## config.mk

```make
export PLATFORM = sky130hd
export DESIGN_NAME = ascon_lite_decrypt
export DESIGN_NICKNAME = d
export VERILOG_FILES = /design/src/rtl/ascon_lite_pkg.sv /design/src/rtl/ascon_lite_out_reg.sv /design/src/rtl/ascon_lite_decrypt.sv
export SDC_FILE = /design/constraint.sdc
export NUM_CORES = 1
export LEC_CHECK = 0
export ABC_CLOCK_PERIOD_IN_PS = 2500
export BUFFER_PORTS_ARGS = -buffer_cell sky130_fd_sc_hd__buf_4
export CELL_PAD_IN_SITES_DETAIL_PLACEMENT = 0
export CELL_PAD_IN_SITES_GLOBAL_PLACEMENT = 1
export CORE_ASPECT_RATIO = 1.1
export CORE_MARGIN = 5
export CORE_UTILIZATION = 41
export CTS_BUF_LIST = sky130_fd_sc_hd__clkbuf_8 sky130_fd_sc_hd__clkbuf_16
export DETAILED_ROUTE_END_ITERATION = 10
export PLACE_DENSITY = 0.76
export SYNTH_ARGS = -nofsm -noshare
export SYNTH_HDL_FRONTEND = slang
export SYNTH_SLANG_ARGS = --single-unit
```

## constraint.sdc

```tcl
create_clock -name clk -period 2.5 [get_ports clk]
set_clock_uncertainty 0.1 [all_clocks]
set_input_delay 0.25 -clock clk [delete_from_list [all_inputs] [get_ports clk]]
set_output_delay 0.25 -clock clk [all_outputs]
set_load 0.05 [all_outputs]
```

## src/rtl/ascon_lite_pkg.sv

```systemverilog
// ascon_lite shared definitions: FSM encoding, trailer constant, TF table.
// Used by both the byte-serial encryptor and decryptor.
package ascon_lite_pkg;

    typedef enum logic [2:0] {
        ST_IDLE  = 3'd0,
        ST_KEY   = 3'd1,
        ST_DATA  = 3'd2,
        ST_TRAIL = 3'd3,
        ST_FIN   = 3'd4
    } state_t;

    localparam logic [7:0] TRAIL_C = 8'hA5;

    function automatic logic [7:0] tf_lookup(input logic [2:0] i);
        logic [7:0] v;
        v = 8'h00;
        unique case (i)
            3'd0: v = 8'h04;
            3'd1: v = 8'h0B;
            3'd2: v = 8'h1F;
            3'd3: v = 8'h14;
            3'd4: v = 8'h1A;
            3'd5: v = 8'h15;
            3'd6: v = 8'h09;
            3'd7: v = 8'h02;
            default: v = 8'h00;
        endcase
        return v;
    endfunction

endpackage

```

## src/rtl/ascon_lite_out_reg.sv

```systemverilog
// ascon_lite one-deep valid/ready output register.
// A push in the same cycle as a pop keeps valid high with the new byte.
module ascon_lite_out_reg (
    input  logic       clk,
    input  logic       rst,
    input  logic       clear,
    input  logic       push,
    input  logic [7:0] push_data,
    input  logic       out_ready,
    output logic       out_valid,
    output logic [7:0] out_data
);

    // load on push, drop valid on pop, wipe on clear
    always_ff @(posedge clk or posedge rst) begin
        if (rst) begin
            out_valid <= 1'b0;
            out_data  <= 8'h00;
        end else if (clear) begin
            out_valid <= 1'b0;
            out_data  <= 8'h00;
        end else if (push) begin
            out_valid <= 1'b1;
            out_data  <= push_data;
        end else if (out_ready) begin
            out_valid <= 1'b0;
        end
    end

endmodule

```

## src/rtl/ascon_lite_decrypt.sv

```systemverilog
// ascon_lite byte-serial decryptor: key, ciphertext, optional trailer tag.
// Trailer tag check is compiled in with `define ASCON_DEC_TAG_CHECK_EN.
module ascon_lite_decrypt
    import ascon_lite_pkg::*;
#(
    parameter int KEY_BYTES     = 16,
    parameter int DATA_BYTES    = 8,
    parameter int TRAILER_BYTES = 16
) (
    input  logic       clk,
    input  logic       rst,
    input  logic       start,
    input  logic       abort,
    input  logic       in_valid,
    output logic       in_ready,
    input  logic [7:0] in_data,
    output logic       out_valid,
    input  logic       out_ready,
    output logic [7:0] out_data,
    output logic       busy,
    output logic       done,
    output logic       tag_ok,
    output logic [4:0] byte_idx
);

    localparam logic [4:0] KEY_LAST  = 5'(KEY_BYTES - 1);
    localparam logic [4:0] DATA_LAST = 5'(DATA_BYTES - 1);

    state_t     state;
    logic [7:0] key_byte;
    logic       mismatch;
    logic       accept;
    logic       push;
    logic [7:0] pt;

`ifdef ASCON_DEC_TAG_CHECK_EN
    localparam logic [4:0] TRAIL_LAST = 5'(TRAILER_BYTES - 1);
    logic [7:0] last_ct;
    logic [7:0] trail_exp;
    logic       trail_bad;

    // even trailer positions carry last_ct^A5, odd ones carry last_ct
    always_comb begin
        trail_exp = byte_idx[0] ? last_ct : (last_ct ^ TRAIL_C);
        trail_bad = (in_data != trail_exp);
    end
`endif

    // input readiness follows the phase; DATA also needs room downstream
    always_comb begin
        in_ready = 1'b0;
        unique case (state)
            ST_KEY:   in_ready = 1'b1;
            ST_DATA:  in_ready = !out_valid || out_ready;
`ifdef ASCON_DEC_TAG_CHECK_EN
            ST_TRAIL: in_ready = 1'b1;
`endif
            default:  in_ready = 1'b0;
        endcase
    end

    assign accept = in_valid && in_ready;
    assign push   = accept && (state == ST_DATA) && !abort;
    assign pt     = in_data ^ key_byte ^ tf_lookup(byte_idx[2:0]);
    assign busy   = (state != ST_IDLE);

    ascon_lite_out_reg u_out_reg (
        .clk       (clk),
        .rst       (rst),
        .clear     (abort),
        .push      (push),
        .push_data (pt),
        .out_ready (out_ready),
        .out_valid (out_valid),
        .out_data  (out_data)
    );

    // message sequencer: phase, byte counter, key, tag flags
    always_ff @(posedge clk or posedge rst) begin
        if (rst) begin
            state    <= ST_IDLE;
            byte_idx <= 5'd0;
            key_byte <= 8'h00;
            mismatch <= 1'b0;
            done     <= 1'b0;
            tag_ok   <= 1'b0;
`ifdef ASCON_DEC_TAG_CHECK_EN
            last_ct  <= 8'h00;
`endif
        end else if (abort) begin
            state    <= ST_IDLE;
            byte_idx <= 5'd0;
            done     <= 1'b0;
            tag_ok   <= 1'b0;
        end else begin
            done <= 1'b0;
            unique case (state)
                ST_IDLE: begin
                    if (start && !out_valid) begin
                        state    <= ST_KEY;
                        byte_idx <= 5'd0;
                        mismatch <= 1'b0;
                        tag_ok   <= 1'b0;
                    end
                end
                ST_KEY: begin
                    if (accept) begin
                        key_byte <= in_data;
                        if (byte_idx == KEY_LAST) begin
                            state    <= ST_DATA;
                            byte_idx <= 5'd0;
                        end else begin
                            byte_idx <= byte_idx + 5'd1;
                        end
                    end
                end
                ST_DATA: begin
                    if (accept) begin
`ifdef ASCON_DEC_TAG_CHECK_EN
                        last_ct <= in_data;
`endif
                        if (byte_idx == DATA_LAST) begin
                            byte_idx <= 5'd0;
`ifdef ASCON_DEC_TAG_CHECK_EN
                            state    <= ST_TRAIL;
`else
                            state    <= ST_FIN;
                            done     <= 1'b1;
                            tag_ok   <= !mismatch;
`endif
                        end else begin
                            byte_idx <= byte_idx + 5'd1;
                        end
                    end
                end
`ifdef ASCON_DEC_TAG_CHECK_EN
                ST_TRAIL: begin
                    if (accept) begin
                        if (trail_bad) begin
                            mismatch <= 1'b1;
                        end
                        if (byte_idx == TRAIL_LAST) begin
                            state    <= ST_FIN;
                            byte_idx <= 5'd0;
                            done     <= 1'b1;
                            tag_ok   <= !(mismatch || trail_bad);
                        end else begin
                            byte_idx <= byte_idx + 5'd1;
                        end
                    end
                end
`endif
                ST_FIN: begin
                    state <= ST_IDLE;
                end
                default: begin
                    state <= ST_IDLE;
                end
            endcase
        end
    end

endmodule

```

==> metrics.cfg, run 1 <==
[timing]
max_clock_freq_mhz = 458
fin_tns_setup_ns = 0
slew_headroom_pct = 69.2
slew_violations = 0
layout_setup_ws_ns = 0.316
hold_viol = 0
rsz0062_at_grt = no
tightest_slew_ns = 0.458
fin_crit_ns = 2.18
setup_viol = 0
fin_crit_sh_pct = 87.4

[logic_synthesis]
syn_area_per_cell_sq_um = 10.2
ys_types = 37
synth_warnings = 0
syn_area_sq_um = 1470
netlist_instances = 144
async_flop_share_pct = 100
synth_edf_count = 0
synth_seq_cells = 27
synth_nets = 166
synth_ff_type = dfrtp_1
synth-seq-area-share_pct = 45.9

[detailed_routing]
viasPerCell = 4.83
wl_met1_mm = 1.30
met3_length_microns = 112
top_layer_used = met4
dr.pass1.iters = 4
final_antenna_net_count = 0
wirelength_mm = 3.01
drc = 0
dr_wl_met2_mm = 1.58
wire_per_inst_microns = 13.1
vias = 1105
drt-initial-drc-count = 32

[grt]
antenna_found_initial = 0
grt_pass1_vias = 1204
grt_max_degree = 28
grt_usage_pct = 14.1
grt_pass1_wl_mm = 5.35
gr-total-overflow = 0

[final_layout]
nFillCells = 339
fin_nets = 204
drive_gt1_share_pct = 29.8
n_antenna_cell = 0
area_growth_pct = 24.5

[cts]
cts.path.max_buffers = 2
path_clk_slew_ns = 0.09
worstSkewPairLatency_ns = 0.27
cts_tree = built
numClockSinks = 27
h-tree-depth = 1
root_buffer = clkbuf_8
cts_made_buffers = 3

[worst_hold_path]
hp-start = abort
worstHoldPathType = input pin to flip-flop
worstHoldPathCells = 2
worstHoldEndpoint = u_out_reg.out_valid

[run_status]
status = completed

[die]
die_w_microns = 67.1
io_pins = 32
die_h_microns = 72.8
initial_utilization_pct = 43.1
core-area_sq_um = 3410
dieArea_sq_um = 4890
rows = 22

[worst_setup_path]
reg2reg_slack_ns = 0.32
critPathLaunchType = flip-flop
cp.arrival_ns = 2.28
ff2ff_path_depth = 9
regToRegEndpoint = byte_idx[3]
crit_path_end_kind = flip-flop
worstSetupPathType = flip-flop to flip-flop
cp.required_ns = 2.59
crit_fanout = 9
r2r-start = byte_idx[0]

[placement]
place_hpwl_mm = 2.31
gp_congestion = 0.761
place_ws_ns = 0.352
portBuffers = 31

[power]
peakVddDrop_uv = 171
p_leak_nw = 0.859
powerDensity_nw_per_um2 = 509

[job]
max_cap_violations = 0

flip-flops by register name, summed over array words and instances (netlist names):
signal / count
u_out_reg.out_valid: 1
u_out_reg.out_data: 8
state: 3
tag_ok: 1
byte_idx: 5
key_byte: 8
done: 1
placed cells by master (no fill, tap or decap), drive strengths merged, types with 2 or more instances in the layout:
cell / instances
inv: 8
nand3: 4
nor2b: 2
mux2: 8
o21ai: 14
xnor2: 11
dfrtp: 27
nor3: 2
a21oi: 5
or2b: 2
xor2: 3
nand3b: 2
o31ai: 2
ha: 8
and2b: 3
clkbuf: 3
buf: 33
nand2: 18
nor2: 10
nand2b: 2
worst max-delay path, cell delays in order, from the launching register on:
cell	delay, ns
dfrtp_1	0.48
ha_1	0.28
nand3_1	0.12
inv_1	0.05
ha_1	0.21
nor3b_1	0.23
nand2_1	0.07
o21ai_0	0.16
or2b_1	0.28
o22ai_1	0.12
synth_stat cells (2+ instances only):
library cell	instances	area share [%]
a21oi_1	4	1.4
dfrtp_1	27	46
ha_1	8	6.8
inv_1	8	2.0
mux2_2	8	6.1
nand2_1	17	4.3
nand2b_1	2	0.85
nand3_1	4	1.4
nand3b_1	2	1.0
nor2_1	10	2.6
nor2b_1	2	0.85
nor3_1	2	0.68
o21ai_0	10	3.4
o21ai_1	4	1.4
o31ai_1	2	1.0
xnor2_1	11	6.5
xor2_1	3	1.8
worst max-delay path by stage:
stage | start | endpoint | slack [ns] | depth (start not counted)
3_5_place_dp | byte_idx[0] | byte_idx[0] | 0.35 | 9
5_1_grt | byte_idx[0] | byte_idx[3] | 0.08 | 9
6_report | byte_idx[0] | byte_idx[3] | 0.32 | 9
2_1_floorplan | byte_idx[0] | byte_idx[0] | 0.24 | 9
3_3_place_gp | byte_idx[0] | byte_idx[0] | 0.41 | 9
4_1_cts | byte_idx[0] | byte_idx[3] | 0.30 | 9
cells by family after synthesis:
kind of cell / count (synthesis) / share of synthesized area, %
XOR/XNOR: 14 / 8.33
flip-flops: 27 / 45.9
buffers and inverters: 9 / 2.30
AND/OR/NAND/NOR: 50 / 17.8
adder cells (fa/ha/maj): 8 / 6.80
AO/OA/AOI/OAI: 27 / 12.1
multiplexers: 9 / 6.80
metal layers:
| layer | up-vias | global-route usage (%) |
|---|---|---|
| met2 | 19 | 25.3 |
| li1 | 565 | - |
| met4 | 0 | 4.73 |
| met1 | 519 | 17.1 |
| met5 | - | 0 |
| met3 | 2 | 2.00 |
stage by stage:
step	util, %	instance area [sq um]	power, W	hold WS, ns	std cells
detailed placement	52.0	1780	0.000696	0.244	224
global route	53.7	1830	0.000984	0.0946	229
floorplan	-	1470	0.000637	0.203	144
global placement	52.0	1780	0.000686	0.237	224
CTS	53.7	1830	0.000945	0.0914	229
finish	53.7	1830	0.000933	0.0960	229
final cells by class:
type	count	area [sq um]	share of cell area, %
Clock buffer	3	41.3	2.25
Clock inverter	1	5.00	0.273
Inverter	8	30.0	1.64
Multi-Input combinational cell	108	762	41.6
Sequential cell	27	676	36.9
Tap cell	48	60.1	3.28
Timing Repair Buffer	34	258	14.1
repair_timing:
item / in CTS / in global routing
buffers inserted: 0 / 0
endpoints found under the hold margin: 27 / 0
hold buffers: 1 / 0
gates resized for setup: 0 / 0
power by group:
part | switching [W] | internal [W] | total [W]
Sequential | 0.0000251 | 0.000467 | 0.000493
Clock | 0.000137 | 0.000112 | 0.000249
Combinational | 0.0000915 | 0.0000999 | 0.000191
Total | 0.000254 | 0.000679 | 0.000933
Power figures use the tool's default switching activity.
==> run 2, diff against run 1 <==
CTS_BUF_LIST = unset   (was sky130_fd_sc_hd__clkbuf_8 sky130_fd_sc_hd__clkbuf_16)
==> metrics.cfg, run 2 (synthesis results as in run 1) <==
[run_status]
status = completed  ; unchanged

[worst_setup_path]
crit_path_end_kind = flip-flop  ; unchanged
critPathLaunchType = flip-flop  ; unchanged
cp.arrival_ns = 2.36  ; was 2.28 ns
worstSetupPathType = flip-flop to flip-flop  ; unchanged
crit_fanout = 9  ; unchanged
cp.required_ns = 2.66  ; was 2.59 ns

[detailed_routing]
wirelength_mm = 3.02  ; was 3.01 mm
drt-initial-drc-count = 33  ; was 32
drc = 0  ; unchanged
wire_per_inst_microns = 13.2  ; was 13.1 microns
dr.pass1.iters = 4  ; unchanged
final_antenna_net_count = 0  ; unchanged
vias = 1116  ; was 1,105
viasPerCell = 4.87  ; was 4.83

[grt]
antenna_found_initial = 0  ; unchanged
gr-total-overflow = 0  ; unchanged
globalRouteMet2Util_pct = 25.3  ; unchanged
grt_usage_pct = 14.3  ; was 14.1%
grt_max_degree = 28  ; unchanged
grt_use_met3_pct = 2.00  ; unchanged
grt_pass1_vias = 1208  ; was 1,204
globalRouteMet1Util_pct = 17.0  ; was 17.1%
top_usage_layer = met2  ; unchanged
grt_pass1_wl_mm = 5.36  ; was 5.35 mm

[final_layout]
reg.largest.list = key_byte: 8 flops, u_out_reg.out_data: 8 flops, byte_idx: 5 flops  ; unchanged
area_growth_pct = 23.2  ; was 24.5%
final_area_sq_um = 1810  ; was 1830 sq um
layout_commonest_cell = buf_4  ; unchanged
fin_nets = 204  ; unchanged
drive_gt1_share_pct = 29.8  ; unchanged
n_antenna_cell = 0  ; unchanged
layout_common_cells = buf_4 (33), dfrtp_1 (27), nand2_1 (17), xnor2_1 (11)  ; unchanged

[timing]
tightest_slew_ns = 0.455  ; was 0.458 ns
fin_crit_sh_pct = 87.9  ; was 87.4%
slew_headroom_pct = 69.4  ; was 69.2%
layout_setup_ws_ns = 0.302  ; was 0.316 ns
rsz0062_at_grt = no  ; unchanged
max_clock_freq_mhz = 455  ; was 458 MHz
fin_crit_ns = 2.20  ; was 2.18 ns
slew_violations = 0  ; unchanged
hold_viol = 0  ; unchanged
setup_viol = 0  ; unchanged
whs_ns = 0.0275  ; was 0.0960 ns
fin_tns_setup_ns = 0  ; unchanged

[placement]
place_hpwl_mm = 2.31  ; unchanged
gp_congestion = 0.761  ; unchanged
portBuffers = 31  ; unchanged
place_area_sq_um = 1780  ; unchanged
place_ws_ns = 0.352  ; unchanged

[worst_hold_path]
worstHoldPathType = input pin to flip-flop  ; unchanged

[die]
core-area_sq_um = 3410  ; unchanged
io_pins = 32  ; unchanged
die_w_microns = 67.1  ; unchanged
dieArea_sq_um = 4890  ; unchanged
die_h_microns = 72.8  ; unchanged
initial_utilization_pct = 43.1  ; unchanged
rows = 22  ; unchanged

[power]
powerDensity_nw_per_um2 = 483  ; was 509 nW/um^2
finalPower_w = 0.000876  ; was 0.000933 W
peakVddDrop_uv = 170  ; was 171 uV
p_leak_nw = 0.851  ; was 0.859 nW

[cts]
cts_made_buffers = 3  ; unchanged
numClockSinks = 27  ; unchanged
path_clk_slew_ns = 0.15  ; was 0.09 ns
cts_resized = 0  ; unchanged
cts.path.max_buffers = 2  ; unchanged
root_buffer = clkbuf_4  ; was clkbuf_8
h-tree-depth = 1  ; unchanged
worstSkewPairLatency_ns = 0.33  ; was 0.27 ns
cts_tree = built  ; unchanged

[job]
max_cap_violations = 0  ; unchanged

-- run 2: cell types whose count changed in the layout (fill, tap and decap cells not counted) --
cell	previous run	this run
clkbuf_4	0	3
clkbuf_8	3	0
-- run 2: final timing paths --
kind / startpoint / end / slack, ns / cells past startpoint
max: byte_idx[0] / byte_idx[3] / 0.30 / 9
min: abort / u_out_reg.out_valid / 0.03 / 2
max reg2reg: byte_idx[0] / byte_idx[3] / 0.30 / 9
min reg2reg: u_out_reg.out_data[0] / u_out_reg.out_data[0] / 0.40 / 2
max in group asynchronous: rst / u_out_reg.out_data[0] / 1.63 / 4
min in group asynchronous: rst / key_byte[5] / 0.42 / 4
-- run 2: metal layers --
layer | routed length, microns | up-vias
met3 | 116 | 5
met2 | 1560 | 22
met4 | 53 | 0
met1 | 1290 | 524
li1 | - | 565
met5 | 0 | -
-- run 2: cell type report --
cell class                      instances  area [sq um]
Timing Repair Buffer                   34           258
Inverter                                8          30.0
Clock buffer                            3          22.5
Sequential cell                        27           676
Fill cell                             338          1600
Multi-Input combinational cell        108           762
Tap cell                               48          60.1
Clock inverter                          1          5.00
-- run 2: critical path: stages (launching register included) --
cell and delay [ns]:
dfrtp_1 0.50, ha_1 0.29, nand3_1 0.12, inv_1 0.05, ha_1 0.21, nor3b_1 0.23, nand2_1 0.07, o21ai_0 0.16
or2b_1 0.28, o22ai_1 0.12
-- run 2: timing repair --
item | 4_1_cts | 5_1_grt
hold endpoints to repair | 27 | 0
buffers inserted | 0 | 0
setup endpoints to repair | 0 | 0
hold buffers | 1 | 0
-- run 2: power breakdown --
| part | total (W) | leakage [nW] | switching (W) | internal [W] |
|---|---|---|---|---|
| clock network | 0.000192 | 0.0177 | 0.000132 | 0.0000602 |
| logic | 0.000191 | 0.476 | 0.0000915 | 0.0000999 |
| registers | 0.000493 | 0.358 | 0.0000251 | 0.000468 |
| total | 0.000876 | 0.851 | 0.000248 | 0.000628 |
-- run 2: per-stage QoR --
step / util (%) / std cells
after floorplan: - / 144
after global placement: 52.0 / 224
after detailed placement: 52.0 / 224
after CTS: 53.1 / 229
after global routing: 53.1 / 229
final: 53.1 / 229
==> run 3, diff against run 2 <==
PLACE_DENSITY = 0.82   (was 0.76)
==> metrics.cfg, run 3 (synthesis results as in run 1) <==
[worst_setup_path]
worstPathCellList = ha_1 -> nand3_1 -> inv_1 -> ha_1 -> nor3b_1 -> nand2_1 -> o21ai_0 -> or2b_1 -> o21ai_1  ; was ha_1 -> nand3_1 -> inv_1 -> ha_1 -> nor3b_1 -> nand2_1 -> o21ai_0 -> or2b_1 -> o22ai_1
crit_path_end_kind = flip-flop  ; unchanged
slowest_stage = dfrtp_1  ; unchanged
worst_path_largest_cell_delay_ns = 0.49  ; was 0.50 ns
ff2ff_path_depth = 9  ; unchanged
cp.arrival_ns = 2.32  ; was 2.36 ns
cp.required_ns = 2.66  ; about the same
crit_family = simple AND/OR/NAND/NOR gates  ; unchanged
critPathLaunchType = flip-flop  ; unchanged
crit_fanout = 9  ; unchanged
worstSetupPathType = flip-flop to flip-flop  ; unchanged
path_buf_inv = 1  ; unchanged
path_depth = 9  ; unchanged
crit_path_frequent_cell = ha_1  ; unchanged

[placement]
place_hpwl_mm = 2.27  ; was 2.31 mm
gp_congestion = 0.775  ; was 0.761
portBuffers = 31  ; unchanged
place_ws_ns = 0.360  ; was 0.352 ns

[cts]
cts.path.max_buffers = 2  ; unchanged
h-tree-depth = 1  ; unchanged
worstSkewPairLatency_ns = 0.32  ; was 0.33 ns
root_buffer = clkbuf_4  ; unchanged
cts_setup_buffers = 0  ; unchanged
cts_tree = built  ; unchanged
numClockSinks = 27  ; unchanged
cts_made_buffers = 3  ; unchanged
path_clk_slew_ns = 0.15  ; about the same

[timing]
tightest_slew_ns = 0.759  ; was 0.455 ns
setup_viol = 0  ; unchanged
max_clock_freq_mhz = 462  ; was 455 MHz
fin_tns_setup_ns = 0  ; unchanged
hold_viol = 0  ; unchanged
slew_violations = 0  ; unchanged
fin_crit_ns = 2.16  ; was 2.20 ns
fin_crit_sh_pct = 86.5  ; was 87.9%
layout_setup_ws_ns = 0.338  ; was 0.302 ns
rsz0062_at_grt = no  ; unchanged
slew_headroom_pct = 49.1  ; was 69.4%

[power]
swShare_pct = 27.9  ; was 28.4%
combPwrFrac_pct = 21.7  ; was 21.8%
peakVddDrop_uv = 246  ; was 170 uV
power.switching_w = 0.000243  ; was 0.000248 W
p_int_w = 0.000628  ; about the same
p_clk_share_pct = 21.8  ; was 21.9%
p_leak_nw = 0.848  ; was 0.851 nW
p_seq_share_pct = 56.5  ; was 56.2%
powerDensity_nw_per_um2 = 480  ; was 483 nW/um^2

[die]
dieArea_sq_um = 4890  ; unchanged
die_h_microns = 72.8  ; unchanged
initial_utilization_pct = 43.1  ; unchanged
rows = 22  ; unchanged
die_w_microns = 67.1  ; unchanged
io_pins = 32  ; unchanged
core-area_sq_um = 3410  ; unchanged

[grt]
grt_max_degree = 28  ; unchanged
gr-total-overflow = 0  ; unchanged
grt_pass1_vias = 1165  ; was 1,208
antenna_found_initial = 0  ; unchanged
grt_pass1_wl_mm = 4.96  ; was 5.36 mm
grt_usage_pct = 12.8  ; was 14.3%

[detailed_routing]
wire_per_inst_microns = 12.7  ; was 13.2 microns
dr.pass1.iters = 3  ; was 4
drc = 0  ; unchanged
viasPerCell = 4.89  ; was 4.87
wirelength_mm = 2.90  ; was 3.02 mm
drt-initial-drc-count = 31  ; was 33
final_antenna_net_count = 0  ; unchanged
vias = 1120  ; was 1,116

[final_layout]
drive_gt1_share_pct = 29.8  ; unchanged
layout_commonest_cell = buf_4  ; unchanged
area_growth_pct = 23.4  ; was 23.2%
layout_common_cells = buf_4 (33), dfrtp_1 (27), nand2_1 (17), xnor2_1 (11)  ; unchanged
fin_nets = 204  ; unchanged
final_util_pct = 53.2  ; was 53.1%
reg.largest.list = key_byte: 8 flops, u_out_reg.out_data: 8 flops, byte_idx: 5 flops  ; unchanged
n_antenna_cell = 0  ; unchanged

[worst_hold_path]
worstHoldPathType = input pin to flip-flop  ; unchanged
worstHoldPathCells = 2  ; unchanged

[job]
max_cap_violations = 0  ; unchanged

[run_status]
status = completed  ; unchanged

-- run 3: cell type report --
cell class	count	area, sq um
fill	339	1600
multi-input combinational	108	762
sequential	27	676
timing repair buffer	34	258
tap	48	60.1
inverter	8	30.0
clock buffer	3	22.5
clock inverter	1	7.51
-- run 3: path summary, 6_finish.rpt --
| check | startpoint | slack [ns] | to |
|---|---|---|---|
| worst max-delay path | byte_idx[0] | 0.34 | byte_idx[0] |
| worst min-delay path | abort | 0.03 | u_out_reg.out_valid |
| worst max register to register | byte_idx[0] | 0.34 | byte_idx[0] |
| worst min register to register | u_out_reg.out_data[2] | 0.40 | u_out_reg.out_data[2] |
| max in group asynchronous | rst | 1.62 | u_out_reg.out_data[2] |
| min in group asynchronous | rst | 0.42 | tag_ok |
-- run 3: timing repair --
action / CTS / global route
hold buffers: 1 / 0
resized for setup: 0 / 0
endpoints found under the hold margin: 27 / 0
-- run 3: power by group through the flow --
stage          logic (W)  registers, W  clock network (W)
2_1_floorplan   0.000134      0.000503                  0
3_3_place_gp    0.000186      0.000498                  0
3_5_place_dp    0.000191      0.000500                  0
4_1_cts         0.000193      0.000492           0.000201
5_1_grt         0.000212      0.000496           0.000216
6_report        0.000189      0.000492           0.000190
-- run 3: per-stage QoR --
stage / total power, W / hold slack, ns / std cells / area (sq um)
6_report: 0.000871 / 0.0318 / 229 / 1820
3_5_place_dp: 0.000691 / 0.239 / 224 / 1780
3_3_place_gp: 0.000684 / 0.236 / 224 / 1780
4_1_cts: 0.000885 / 0.0202 / 229 / 1820
5_1_grt: 0.000923 / 0.0144 / 229 / 1820
2_1_floorplan: 0.000637 / 0.203 / 144 / 1470
-- run 3: metal layers --
layer | global-route usage [%] | vias to the layer above | wire, microns
li1 | - | 563 | -
met3 | 2.47 | 2 | 145
met5 | 0 | - | 0
met1 | 15.6 | 533 | 1310
met2 | 22.9 | 22 | 1430
met4 | 3.38 | 0 | 12
